--- src/rtl/router_fsm.sv ---
// Router control FSM: address decode, payload load, FIFO-full stall and parity check per packet.
// Optional WAIT_TILL_EMPTY abort timer enabled by `define ROUTER_FSM_WAIT_TIMEOUT_EN.
module router_fsm #(
    parameter int unsigned WAIT_LIMIT = 30
) (
    input  logic       clk,
    input  logic       rstn,
    input  logic       pkt_valid,
    input  logic [1:0] data_in,
    input  logic       parity_done,
    input  logic       low_pkt_valid,
    input  logic       fifo_full,
    input  logic       fifo_empty_0,
    input  logic       fifo_empty_1,
    input  logic       fifo_empty_2,
    input  logic       soft_reset_0,
    input  logic       soft_reset_1,
    input  logic       soft_reset_2,
    output logic       busy,
    output logic       detect_add,
    output logic       lfd_state,
    output logic       ld_state,
    output logic       laf_state,
    output logic       full_state,
    output logic       write_enb_reg,
    output logic       rst_int_reg,
    output logic       timeout_err
);
    typedef enum logic [2:0] {
        DECODE_ADDRESS,
        LOAD_FIRST_DATA,
        LOAD_DATA,
        FIFO_FULL_STATE,
        LOAD_AFTER_FULL,
        LOAD_PARITY,
        CHECK_PARITY_ERROR,
        WAIT_TILL_EMPTY
    } state_t;

    // Output vector order: {busy, detect_add, lfd, ld, laf, full, write_enb, rst_int}
    localparam int unsigned OUT_W = 8;
    localparam logic [OUT_W-1:0] OUT_DEC  = 8'h40;
    localparam logic [OUT_W-1:0] OUT_LFD  = 8'hA0;
    localparam logic [OUT_W-1:0] OUT_LD   = 8'h12;
    localparam logic [OUT_W-1:0] OUT_FULL = 8'h84;
    localparam logic [OUT_W-1:0] OUT_LAF  = 8'h8A;
    localparam logic [OUT_W-1:0] OUT_LP   = 8'h82;
    localparam logic [OUT_W-1:0] OUT_CPE  = 8'h81;
    localparam logic [OUT_W-1:0] OUT_WAIT = 8'h80;

    state_t           state;
    state_t           next_state;
    logic [1:0]       addr_reg;
    logic [3:0]       empty_vec;
    logic [3:0]       srst_vec;
    logic             sel_empty;
    logic             sel_srst;
    logic             limit_hit;
    logic [OUT_W-1:0] outs_q;
    logic [OUT_W-1:0] outs_nx;

    assign empty_vec = {1'b0, fifo_empty_2, fifo_empty_1, fifo_empty_0};
    assign srst_vec  = {1'b0, soft_reset_2, soft_reset_1, soft_reset_0};
    assign sel_empty = empty_vec[addr_reg];
    assign sel_srst  = srst_vec[addr_reg];

    // State, latched destination and registered Moore outputs
    always_ff @(posedge clk or negedge rstn) begin
        if (!rstn) begin
            state    <= DECODE_ADDRESS;
            addr_reg <= 2'd0;
            outs_q   <= OUT_DEC;
        end else begin
            state  <= next_state;
            outs_q <= outs_nx;
            if (state == DECODE_ADDRESS && next_state != DECODE_ADDRESS) begin
                addr_reg <= data_in;
            end
        end
    end

    always_comb begin
        next_state = state;
        outs_nx    = '0;
        if (state != DECODE_ADDRESS && sel_srst) begin
            next_state = DECODE_ADDRESS;
        end else begin
            case (state)
                DECODE_ADDRESS: begin
                    if (pkt_valid && data_in != 2'd3) begin
                        next_state = empty_vec[data_in] ? LOAD_FIRST_DATA : WAIT_TILL_EMPTY;
                    end
                end
                LOAD_FIRST_DATA: next_state = LOAD_DATA;
                LOAD_DATA: begin
                    if (fifo_full)       next_state = FIFO_FULL_STATE;
                    else if (!pkt_valid) next_state = LOAD_PARITY;
                end
                FIFO_FULL_STATE: begin
                    if (!fifo_full) next_state = LOAD_AFTER_FULL;
                end
                LOAD_AFTER_FULL: begin
                    if (parity_done)        next_state = DECODE_ADDRESS;
                    else if (low_pkt_valid) next_state = LOAD_PARITY;
                    else                    next_state = LOAD_DATA;
                end
                LOAD_PARITY: next_state = CHECK_PARITY_ERROR;
                CHECK_PARITY_ERROR: begin
                    next_state = fifo_full ? FIFO_FULL_STATE : DECODE_ADDRESS;
                end
                WAIT_TILL_EMPTY: begin
                    if (sel_empty)      next_state = LOAD_FIRST_DATA;
                    else if (limit_hit) next_state = DECODE_ADDRESS;
                end
                default: next_state = DECODE_ADDRESS;
            endcase
        end
        case (next_state)
            DECODE_ADDRESS:     outs_nx = OUT_DEC;
            LOAD_FIRST_DATA:    outs_nx = OUT_LFD;
            LOAD_DATA:          outs_nx = OUT_LD;
            FIFO_FULL_STATE:    outs_nx = OUT_FULL;
            LOAD_AFTER_FULL:    outs_nx = OUT_LAF;
            LOAD_PARITY:        outs_nx = OUT_LP;
            CHECK_PARITY_ERROR: outs_nx = OUT_CPE;
            WAIT_TILL_EMPTY:    outs_nx = OUT_WAIT;
            default:            outs_nx = OUT_DEC;
        endcase
    end

    assign {busy, detect_add, lfd_state, ld_state, laf_state, full_state,
            write_enb_reg, rst_int_reg} = outs_q;

`ifdef ROUTER_FSM_WAIT_TIMEOUT_EN
    localparam int unsigned CNT_W = $clog2(WAIT_LIMIT + 1);

    logic [CNT_W-1:0] wait_cnt;
    logic             abort_c;
    logic             timeout_q;

    // wait_cnt holds completed wait cycles; zero whenever outside WAIT_TILL_EMPTY
    assign limit_hit = (wait_cnt == CNT_W'(WAIT_LIMIT - 1));
    assign abort_c   = (state == WAIT_TILL_EMPTY) && !sel_srst && !sel_empty && limit_hit;

    always_ff @(posedge clk or negedge rstn) begin
        if (!rstn) begin
            wait_cnt  <= '0;
            timeout_q <= 1'b0;
        end else begin
            wait_cnt  <= (state == WAIT_TILL_EMPTY) ? wait_cnt + CNT_W'(1) : '0;
            timeout_q <= abort_c;
        end
    end

    assign timeout_err = timeout_q;
`else
    logic unused_limit;

    assign limit_hit    = 1'b0;
    assign timeout_err  = 1'b0;
    assign unused_limit = (WAIT_LIMIT == 32'd0);
`endif

endmodule

--- config.mk ---
export PLATFORM = sky130hd
export DESIGN_NAME = router_fsm
export DESIGN_NICKNAME = d
export VERILOG_FILES = /design/src/rtl/router_fsm.sv
export SDC_FILE = /design/constraint.sdc
export NUM_CORES = 1
export LEC_CHECK = 0
export CORE_MARGIN = 4
export CORE_UTILIZATION = 44
export CTS_CLUSTER_SIZE = 30
export DETAILED_ROUTE_END_ITERATION = 7
export GPL_ROUTABILITY_DRIVEN = 0
export GPL_TIMING_DRIVEN = 1
export HOLD_SLACK_MARGIN = 0.08
export MAX_ROUTING_LAYER = met4
export PLACE_DENSITY = 0.77
export SYNTH_ARGS = -nofsm -noshare
export SYNTH_HDL_FRONTEND = slang
export SYNTH_SLANG_ARGS = --single-unit
--- constraint.sdc ---
create_clock -name clk -period 1.9 [get_ports clk]
set_clock_uncertainty 0.15 [all_clocks]
set_input_delay 0.19 -clock clk [delete_from_list [all_inputs] [get_ports clk]]
set_output_delay 0.19 -clock clk [all_outputs]
set_load 0.05 [all_outputs]
[After elaboration in Yosys (flattened, before gate mapping)]
Memory sizes are Yosys's and may differ from the RTL's. A register that Yosys moved wholly into a read port is not among the register bits.
Index checks and enable logic that the tools add are counted.
W data, S select, Z words.
Storage, ports and cells
  latch bits: 0
  word-level logic and storage cells: 37
  RAM bits: 0
  memories kept: 1
  ROM bits: 64
  bits of input ports: 14
  flip-flop bits (word level): 5
Cells by class
  $add $sub $neg: 0
  order comparisons: 2
  shift operators: 0
  multiply operators: 0
  divide/modulo/power cells: 0
  reductions and logical operators: 7
  muxes and demuxes: 17
  bitwise operators: 0
  eq/ne operators: 8
Memories
  (no name shown): depth 8, bits a word 8, rd ports 1, clocked after Yosys merged registers in 1, write ports 0, RTL line 118  | case (next_state)
Operator list (number)
  $mux W3: 9
  $pmux W3 S8: 1
  $eq A3 B3 Y1 const B: 4
  $bmux W1 S2: 3
  $eq A3 B2 Y1 const B: 2
  $lt A2 B3 Y1 const B: 2
  $reduce_bool A3 Y1: 2
  $eq A3 B1 Y1 const B: 1
  $logic_and A1 B1 Y1: 3
  $logic_not A3 Y1: 1
  $mux W1: 3
  $mux W2: 1
  $ne A2 B2 Y1 const B: 1
  $logic_not A1 Y1: 1

[Longest topological paths before layout]
Gate-level depths: netlist of the first run.
  depth after elaboration: 8
  mapped depth: 6

[Worst setup path before layout of the first run]
OpenSTA, ideal clock, no wires.
  kind: register -> register
  start point: register state[0]
  end point: register outs_q[1]
  path slack: 0.119 ns
  period minus slack after synthesis: 1.781 ns
  stages on the path, launching flop included: 6
  path buffers: 0
  arrival: 1.540 ns
  path through: dfrtp_1 > and2_4 > or3_4 > o2111a_1 > or2_4 > o31ai_4
On the way
  word-level cells in the longest chain between the ends: 4
  elaborated cells between the ends (all ways): 17
  classes of those cells: eq/ne: 7; mux: 7; reduce/logical: 3
RTL lines
  from (decl): RTL line 51  | state_t state;
  from (signal assigned): RTL line 74  | state <= next_state;
  $mux W3: RTL line 97  | else if (!pkt_valid) next_state = LOAD_PARITY;
  $mux W3: RTL line 96  | if (fifo_full) next_state = FIFO_FULL_STATE;
  $pmux W3 S8: RTL line 88  | case (state)
  $mux W3 *: RTL line 85  | if (state != DECODE_ADDRESS && sel_srst) begin
  to (decl): RTL line 59  | logic [OUT_W-1:0] outs_q;
Mark *: on every way between the ends. The rest lies on a longest branch, timed or not.
A chain may end at the register's enable or synchronous reset.

[Worst setup path in the final report of the first run]
  start point: register state[0]
  end point: register outs_q[2]
The elaborated chain is that of the path after synthesis.

==> results.sh, run 1 <==
export IMPL_largest_reg_flops=8
export IMPL_viasPerCell=5.53
export IMPL_start_util=0.472
export IMPL_syn_area_um2=728
export IMPL_cts_buffers=3
export IMPL_relSlewSlack=0.630
export IMPL_path_max_fanout=6
export IMPL_r2r_worst_path_cells=6
export IMPL_grt_max_degree=14
export IMPL_multi_input_area_um2=378
export IMPL_start_kind="flop"
export IMPL_fin_area_mm2=0.00107
export IMPL_cts_tree="built"
export IMPL_synth_top_area_cell="dfrtp_1"
export IMPL_clk_insertion_delay_late_ns=0.27
export IMPL_cts_root_buf="clkbuf_4"
export IMPL_yosysUniqueCellTypes=39
export IMPL_finalSetupViolCount=0
export IMPL_async_flop_share=1.00
export IMPL_syn_nets=81
export IMPL_hold_class="primary input to async pin"
export IMPL_vias=653
export IMPL_die_y_um=48.7
export IMPL_die_w_um=48.7
export IMPL_clock_sinks=13
export IMPL_cp_startpoint="state[0]"
export IMPL_place_area_um2=997
export IMPL_ios=23
export IMPL_antenna_found_initial=0
export IMPL_rr_endpoint="outs_q[2]"
export IMPL_die_area_mm2=0.00237
export IMPL_slew_viol_final=0
export IMPL_cts_hold_buf=0
export IMPL_ys_flop_type="dfrtp_1"
export IMPL_ir_drop_mv=1.20
export IMPL_power_density_mw_per_mm2=1760
export IMPL_finalCritPeriodShare=0.969
export IMPL_final_hold_viol_count=0
export IMPL_htreeDepth=1
export IMPL_io_buffers=21
export IMPL_register_area_um2=328
export IMPL_drt_total_wl_mm=1.78
export IMPL_path_class="flop to flop"
export IMPL_path_cells="buf_4 -> nand2b_1 -> a31o_1 -> o21ai_1 -> and3_4 -> and3b_1"
export IMPL_grt_pass1_wl_mm=2.99
export IMPL_crit_slowest_cell="dfrtp_1"
export IMPL_nFillCells=118
export IMPL_synth_top_cells_by_area="dfrtp_1, mux2i_1, dfstp_2"
export IMPL_synth_edf_count=0
export IMPL_end_kind="flop"
export IMPL_worstPathRequired_ns=1.95
export IMPL_drive_above_1_share=0.314
export IMPL_ys_seq_area_frac=0.448
export IMPL_wl_per_cell_um=15.0
export IMPL_grt_overflow_total=0
export IMPL_grt_pass1_vias=659
export IMPL_synth_top_area_share=0.412
export IMPL_final_common_cell="clkdlybuf4s50_1"
export IMPL_num_antenna_cells=0
export IMPL_r2r_start="state[0]"
export IMPL_std_cell_rows=14
export IMPL_p_leak_nw=0.461
export IMPL_core_area_mm2=0.00154
export IMPL_finalNetCount=117
export IMPL_dr_pass1_iters=4
export IMPL_finalCriticalPeriod_ns=1.84
export IMPL_crit_arrival_ns=1.89
export IMPL_ys_warn_count=0
export IMPL_r2r_slack_ns=0.06
export IMPL_hold_slack_ns=0.123
export IMPL_drc=0
export IMPL_drt_iter0_markers=6
export IMPL_drv_cap=0
export IMPL_clk_pin_slew_ns=0.08
export IMPL_worstMarginPinSlew_ns=0.553
export IMPL_ant_nets=0
export IMPL_post_dp_hpwl_mm=1.33
export IMPL_avgSynthCellArea_um2=10.9
export IMPL_slowest_delay_ns=0.38
export IMPL_grt_use_total=0.160
export IMPL_synth_seq_cells=13
export IMPL_endpoint="outs_q[2]"
export IMPL_clockBufferDepth=2
export IMPL_final_cell_mix="clkdlybuf4s50_1, buf_4, dfrtp_1"
export IMPL_netlist_instances=67
export IMPL_fmax_mhz=543
export IMPL_syn2layout_area_growth_pct=46.7
export IMPL_outcome="finished, final reports clean"
==> cell usage after synthesis (all sizes together) (2+ instances only) <==
library cell and instances:
o2111ai 2, nand3b 2, nand3 2, mux2i 4, dfrtp 12, nor2 6, mux2 2, buf 2
o21ai 4, inv 4, nand2 2, or3 2, nor3 2
==> metrics by stage <==
stage               instances  power [mW]  setup TNS [ns]   util  worst slack [ns]
floorplan                  67        1.27               0      -             0.119
global route              118        2.01        -0.00357  0.693          -0.00357
CTS                       114        1.79               0  0.664           0.00499
global placement          110        1.59          -0.208  0.647           -0.0868
finish                    118        1.88               0  0.693            0.0588
detailed placement        110        1.62          -0.443  0.647            -0.145
==> worst min-delay path by stage <==
stage	startpoint	to	slack (ns)	cells past startpoint
floorplan	rstn	addr_reg[0]	-0.26	0
global placement	rstn	state[0]	0.44	1
detailed placement	rstn	state[0]	0.44	1
CTS	rstn	state[0]	0.15	1
global route	rstn	state[1]	0.15	1
finish	rstn	state[1]	0.12	1
==> critical path, delay by kind of cell (launching register included) <==
| kind | cells | cell delay (ns) |
|---|---|---|
| buffers and inverters | 1 | 0.16 |
| AOI/OAI and AO/OA | 2 | 0.51 |
| and+or+nand+nor | 3 | 0.57 |
| DFF | 1 | 0.38 |
==> routing by layer <==
layer	up-vias	share of wire	GRT usage	wire length (µm)
li1	316	-	-	-
met1	318	0.44	0.179	786
met3	4	0.048	0.0521	85
met5	-	0	-	0
met2	15	0.50	0.263	884
met4	0	0.010	0.0583	18
==> area by class of cell <==
cell class	instances	area share
multi-input cells	48	0.354
flip-flops and latches	13	0.307
repair buffers	33	0.282
clock buffers	4	0.0246
well taps	16	0.0187
inverters	4	0.0141
==> cell families after synthesis <==
| group | share of synthesized area |
|---|---|
| compound gates | 0.208 |
| buf+inv | 0.0464 |
| other cells | 0.00515 |
| flops | 0.448 |
| simple gates | 0.206 |
| mux | 0.0859 |
==> power by group <==
group | switching (mW) | internal (mW)
clock | 0.0843 | 0.0811
combinational | 0.679 | 0.552
sequential | 0.0792 | 0.403
total | 0.842 | 1.04
==> timing repair <==
item / in CTS / in global routing
buffers inserted: 0 / 4
gates resized for setup: 0 / 7
endpoints found under the setup margin: 0 / 7
No activity file was read; power rests on OpenSTA's default activity.
==> run 2: changes to the inputs <==
- HOLD_SLACK_MARGIN: 0.08 -> unset
- SKIP_LAST_GASP: unset -> 1
==> run 2 against run 1 <==
Net effect: via count increased by 0.61%; critical endpoint unchanged; sequential power hardly changed; non-clock buffer count is the same; critical path depth unchanged; clock power is essentially flat; worst hold slack got worse by 0.0044 ns; critical path type unchanged.
==> results.sh, run 2 (synthesized netlist as in run 1, its figures left out) <==
export IMPL_viasPerCell=5.57
export IMPL_pre_cts_ws_ns=-0.145
export IMPL_slew_viol_final=0
export IMPL_antenna_found_initial=0
export IMPL_cp_depth=6
export IMPL_cp_startpoint="state[1]"
export IMPL_p_leak_nw=0.461
export IMPL_fin_ws_ns=0.0545
export IMPL_syn2layout_area_growth_pct=46.4
export IMPL_rsz0062_at_grt="yes"
export IMPL_cts_hold_buf=0
export IMPL_r2r_start="state[1]"
export IMPL_io_buffers=21
export IMPL_clock_sinks=13
export IMPL_power_density_mw_per_mm2=1760
export IMPL_finalNonFillerCells=118
export IMPL_final_common_cell="clkdlybuf4s50_1"
export IMPL_p_int_mw=1.03
export IMPL_drt_total_wl_mm=1.77
export IMPL_dp_cells=110
export IMPL_endpoint="outs_q[2]"
export IMPL_final_cell_mix="clkdlybuf4s50_1, buf_4, dfrtp_1"
export IMPL_path_max_fanout=9
export IMPL_final_hold_viol_count=0
export IMPL_slowest_delay_ns=0.44
export IMPL_core_area_mm2=0.00154
export IMPL_wl_per_cell_um=15.0
export IMPL_finalSetupViolCount=0
export IMPL_cts_tree="built"
export IMPL_die_area_mm2=0.00237
export IMPL_drc=0
export IMPL_drt_iter0_markers=6
export IMPL_clkPwrFrac=0.090
export IMPL_final_util=0.692
export IMPL_finalCritPeriodShare=0.971
export IMPL_power_mw=1.87
export IMPL_drive_above_1_share=0.304
export IMPL_outcome="finished, final reports clean"
export IMPL_combPwrFrac=0.653
export IMPL_grt_overflow_total=0
export IMPL_ir_drop_mv=1.20
export IMPL_fin_area_mm2=0.00107
export IMPL_crit_slowest_cell="dfrtp_1"
export IMPL_grt_pass1_wl_mm=2.99
export IMPL_hold_class="primary input to async pin"
export IMPL_clk_insertion_delay_late_ns=0.27
export IMPL_ant_nets=0
export IMPL_cts_buffers=3
export IMPL_path_cells="buf_4 -> nor2_1 -> nand4b_1 -> a32oi_2 -> buf_6 -> and3b_1"
export IMPL_num_antenna_cells=0
export IMPL_clockBufferDepth=2
export IMPL_worstMarginPinSlew_ns=0.553
export IMPL_relSlewSlack=0.630
export IMPL_std_cell_rows=14
export IMPL_end_kind="flop"
export IMPL_swShare=0.448
export IMPL_clk_pin_slew_ns=0.08
export IMPL_post_dp_hpwl_mm=1.33
export IMPL_p_seq_frac=0.257
export IMPL_start_util=0.472
export IMPL_p_sw_mw=0.839
export IMPL_crit_arrival_ns=1.90
export IMPL_path_class="flop to flop"
export IMPL_largest_reg_flops=8
export IMPL_crit_buf_inv=2
export IMPL_die_y_um=48.7
export IMPL_rr_endpoint="outs_q[2]"
export IMPL_r2r_worst_path_cells=6
export IMPL_drv_cap=0
export IMPL_finalNetCount=117
export IMPL_worstPathRequired_ns=1.96
export IMPL_die_w_um=48.7
export IMPL_grt_pass1_vias=659
export IMPL_cts_root_buf="clkbuf_4"
export IMPL_ios=23
export IMPL_place_area_um2=997
export IMPL_htreeDepth=1
export IMPL_dr_pass1_iters=4
export IMPL_vias=657
export IMPL_grt_use_total=0.160
export IMPL_finalCriticalPeriod_ns=1.85
export IMPL_r2r_slack_ns=0.05
export IMPL_path_delay_family="simple AND/OR/NAND/NOR gates"
export IMPL_grt_max_degree=14
export IMPL_start_kind="flop"
export IMPL_fmax_mhz=542
## run 2: changes by cell type in the layout (fill, tap and decap cells not counted)
cell,change
nor2_2,-1
nor2_1,+1
## run 2: what timing repair did
action,in CTS,in global routing
setup buffers,0,4
hold endpoints to repair,0,0
resized for setup,0,6
setup endpoints to repair,0,7
## run 2: power by group through the flow
stage	combinational (mW)	sequential [mW]	clock, mW
finish	1.22	0.481	0.168
CTS	1.14	0.484	0.167
detailed placement	1.13	0.489	0
floorplan	0.574	0.695	0
global route	1.32	0.495	0.187
global placement	1.10	0.483	0
## run 2: worst min-delay path by stage
stage | start | endpoint
2_1_floorplan | rstn | addr_reg[0]
3_3_place_gp | rstn | state[0]
3_5_place_dp | rstn | state[0]
4_1_cts | rstn | state[0]
5_1_grt | rstn | state[1]
6_report | rstn | outs_q[5]
## run 2: area by class of cell
type / count / area (µm²)
clock buffers: 4 / 26.3
fillers: 119 / 475
well taps: 16 / 20.0
flip-flops and latches: 13 / 328
inverters: 4 / 15.0
repair buffers: 33 / 302
multi-input cells: 48 / 375
## run 2: through the flow
| stage | hold WS, ns | TNS [ns] |
|---|---|---|
| global route | 0.154 | -0.0881 |
| finish | 0.118 | 0 |
| floorplan | -0.256 | 0 |
| detailed placement | 0.442 | -0.443 |
| CTS | 0.148 | 0 |
| global placement | 0.435 | -0.208 |
## run 2: layer usage
metal  part of all wire  track usage  vias up
met2               0.50        0.263       17
met4              0.010       0.0583        0
met1               0.44        0.179      319
met5                  0            -        -
li1                   -            -      317
met3              0.049       0.0521        4
## run 2: worst register-to-register path, stage by stage, from the launching register on
cell and delay [ns]:
dfrtp_1 0.44, buf_4 0.17, nor2_1 0.14, nand4b_1 0.28
a32oi_2 0.28, buf_6 0.16, and3b_1 0.16
==> run 3: changes to the inputs <==
- CAP_MARGIN: unset -> 20
- MAX_ROUTING_LAYER: met4 -> unset
==> run 3 against run 2 <==
Net effect: non-clock buffer count did not move; total power is 0.23% lower; largest power group unchanged; critical endpoint unchanged; core utilization stayed put; largest cell class unchanged; critical path type unchanged; critical path depth unchanged; design area did not move; worst setup slack improved by 0.0049 ns; register-to-register slack about the same; routed wire length decreased by 1.6%.
==> results.sh, run 3 (synthesized netlist as in run 1, its figures left out) <==
export IMPL_path_class="flop to flop"
export IMPL_grt_overflow_total=0
export IMPL_grt_max_degree=14
export IMPL_finalSetupViolCount=0
export IMPL_power_density_mw_per_mm2=1750
export IMPL_ant_nets=0
export IMPL_fmax_mhz=543
export IMPL_finalNetCount=117
export IMPL_crit_slowest_cell="dfrtp_1"
export IMPL_outcome="finished, final reports clean"
export IMPL_drt_total_wl_mm=1.74
export IMPL_r2r_slack_ns=0.06
export IMPL_core_area_mm2=0.00154
export IMPL_path_max_fanout=9
export IMPL_r2r_worst_path_cells=6
export IMPL_p_int_mw=1.03
export IMPL_drive_above_1_share=0.304
export IMPL_finalCriticalPeriod_ns=1.84
export IMPL_final_cell_mix="clkdlybuf4s50_1, buf_4, dfrtp_1"
export IMPL_clock_sinks=13
export IMPL_drv_cap=0
export IMPL_final_common_cell="clkdlybuf4s50_1"
export IMPL_path_delay_family="simple AND/OR/NAND/NOR gates"
export IMPL_grt_pass1_wl_mm=2.97
export IMPL_nFillCells=117
export IMPL_start_util=0.472
export IMPL_largest_reg_flops=8
export IMPL_drc=0
export IMPL_fin_area_mm2=0.00107
export IMPL_clkPwrFrac=0.088
export IMPL_vias=667
export IMPL_place_area_um2=997
export IMPL_die_y_um=48.7
export IMPL_start_kind="flop"
export IMPL_worstMarginPinSlew_ns=0.555
export IMPL_cts_buffers=3
export IMPL_dr_pass1_iters=4
export IMPL_slowest_delay_ns=0.44
export IMPL_crit_arrival_ns=1.89
export IMPL_cts_root_buf="clkbuf_4"
export IMPL_die_w_um=48.7
export IMPL_post_dp_hpwl_mm=1.33
export IMPL_swShare=0.447
export IMPL_slew_viol_final=0
export IMPL_combPwrFrac=0.655
export IMPL_finalCritPeriodShare=0.969
export IMPL_ios=23
export IMPL_path_cells="buf_4 -> nor2_1 -> nand4b_1 -> a32oi_2 -> buf_6 -> and3b_1"
export IMPL_antenna_found_initial=0
export IMPL_p_seq_frac=0.257
export IMPL_hold_class="primary input to async pin"
export IMPL_grt_pass1_vias=661
export IMPL_cts_tree="built"
export IMPL_io_buffers=21
export IMPL_hold_slack_ns=0.127
export IMPL_cts_hold_buf=0
export IMPL_relSlewSlack=0.629
export IMPL_std_cell_rows=14
export IMPL_clk_insertion_delay_late_ns=0.27
export IMPL_p_sw_mw=0.834
export IMPL_r2r_start="state[1]"
export IMPL_syn2layout_area_growth_pct=46.4
export IMPL_final_hold_viol_count=0
export IMPL_rr_endpoint="outs_q[2]"
export IMPL_wl_per_cell_um=14.7
export IMPL_crit_buf_inv=2
export IMPL_ir_drop_mv=1.20
export IMPL_clockBufferDepth=2
export IMPL_rsz0062_at_grt="yes"
export IMPL_die_area_mm2=0.00237
export IMPL_clk_pin_slew_ns=0.08
export IMPL_p_leak_nw=0.461
export IMPL_end_kind="flop"
export IMPL_viasPerCell=5.65
export IMPL_num_antenna_cells=0
export IMPL_grt_use_total=0.155
export IMPL_htreeDepth=1
export IMPL_worstPathRequired_ns=1.95
export IMPL_drt_iter0_markers=12
-- run 3: cell counts in the layout (fill, tap and decap cells not counted) --
No cell type changed its count.
-- run 3: what timing repair did --
action	in CTS	in global routing
gates resized for setup	0	6
setup buffers	0	4
setup endpoints to repair	0	7
endpoints found under the hold margin	0	0
-- run 3: worst max path at each step --
stage / from / to / slack, ns / cells past startpoint
3_3_place_gp: fifo_full / outs_q[1] / -0.09 / 6
2_1_floorplan: state[0] / outs_q[1] / 0.12 / 5
3_5_place_dp: fifo_full / outs_q[1] / -0.15 / 6
4_1_cts: state[2] / outs_q[1] / 0.005 / 5
6_report: state[1] / outs_q[2] / 0.06 / 6
5_1_grt: state[1] / outs_q[2] / -0.04 / 6
-- run 3: per-layer routing --
layer,routed length (µm),share of wire,GRT usage
met2,884,0.51,0.263
met4,10,0.0058,0.0583
met1,722,0.42,0.170
met5,0,0,0
met3,120,0.069,0.0644
-- run 3: final cells by class --
| class | count | area [µm²] | area share |
|---|---|---|---|
| Timing Repair Buffer | 33 | 302 | 0.283 |
| Inverter | 4 | 15.0 | 0.0141 |
| Tap cell | 16 | 20.0 | 0.0188 |
| Sequential cell | 13 | 328 | 0.308 |
| Multi-Input combinational cell | 48 | 375 | 0.352 |
| Clock buffer | 4 | 26.3 | 0.0246 |
-- run 3: stage by stage --
stage | total power [mW] | setup slack [ns] | std cells | util | setup TNS (ns)
after CTS | 1.79 | 0.00499 | 114 | 0.664 | 0
after global routing | 2.00 | -0.0419 | 118 | 0.692 | -0.0914
after global placement | 1.59 | -0.0868 | 110 | 0.647 | -0.208
after detailed placement | 1.62 | -0.145 | 110 | 0.647 | -0.443
after floorplan | 1.27 | 0.119 | 67 | - | 0
final | 1.87 | 0.0594 | 118 | 0.692 | 0
-- run 3: power by group through the flow --
stage / sequential, mW / combinational (mW) / clock, mW
floorplan: 0.695 / 0.574 / 0
global route: 0.496 / 1.32 / 0.187
finish: 0.481 / 1.22 / 0.163
CTS: 0.484 / 1.14 / 0.167
global placement: 0.483 / 1.10 / 0
detailed placement: 0.489 / 1.13 / 0
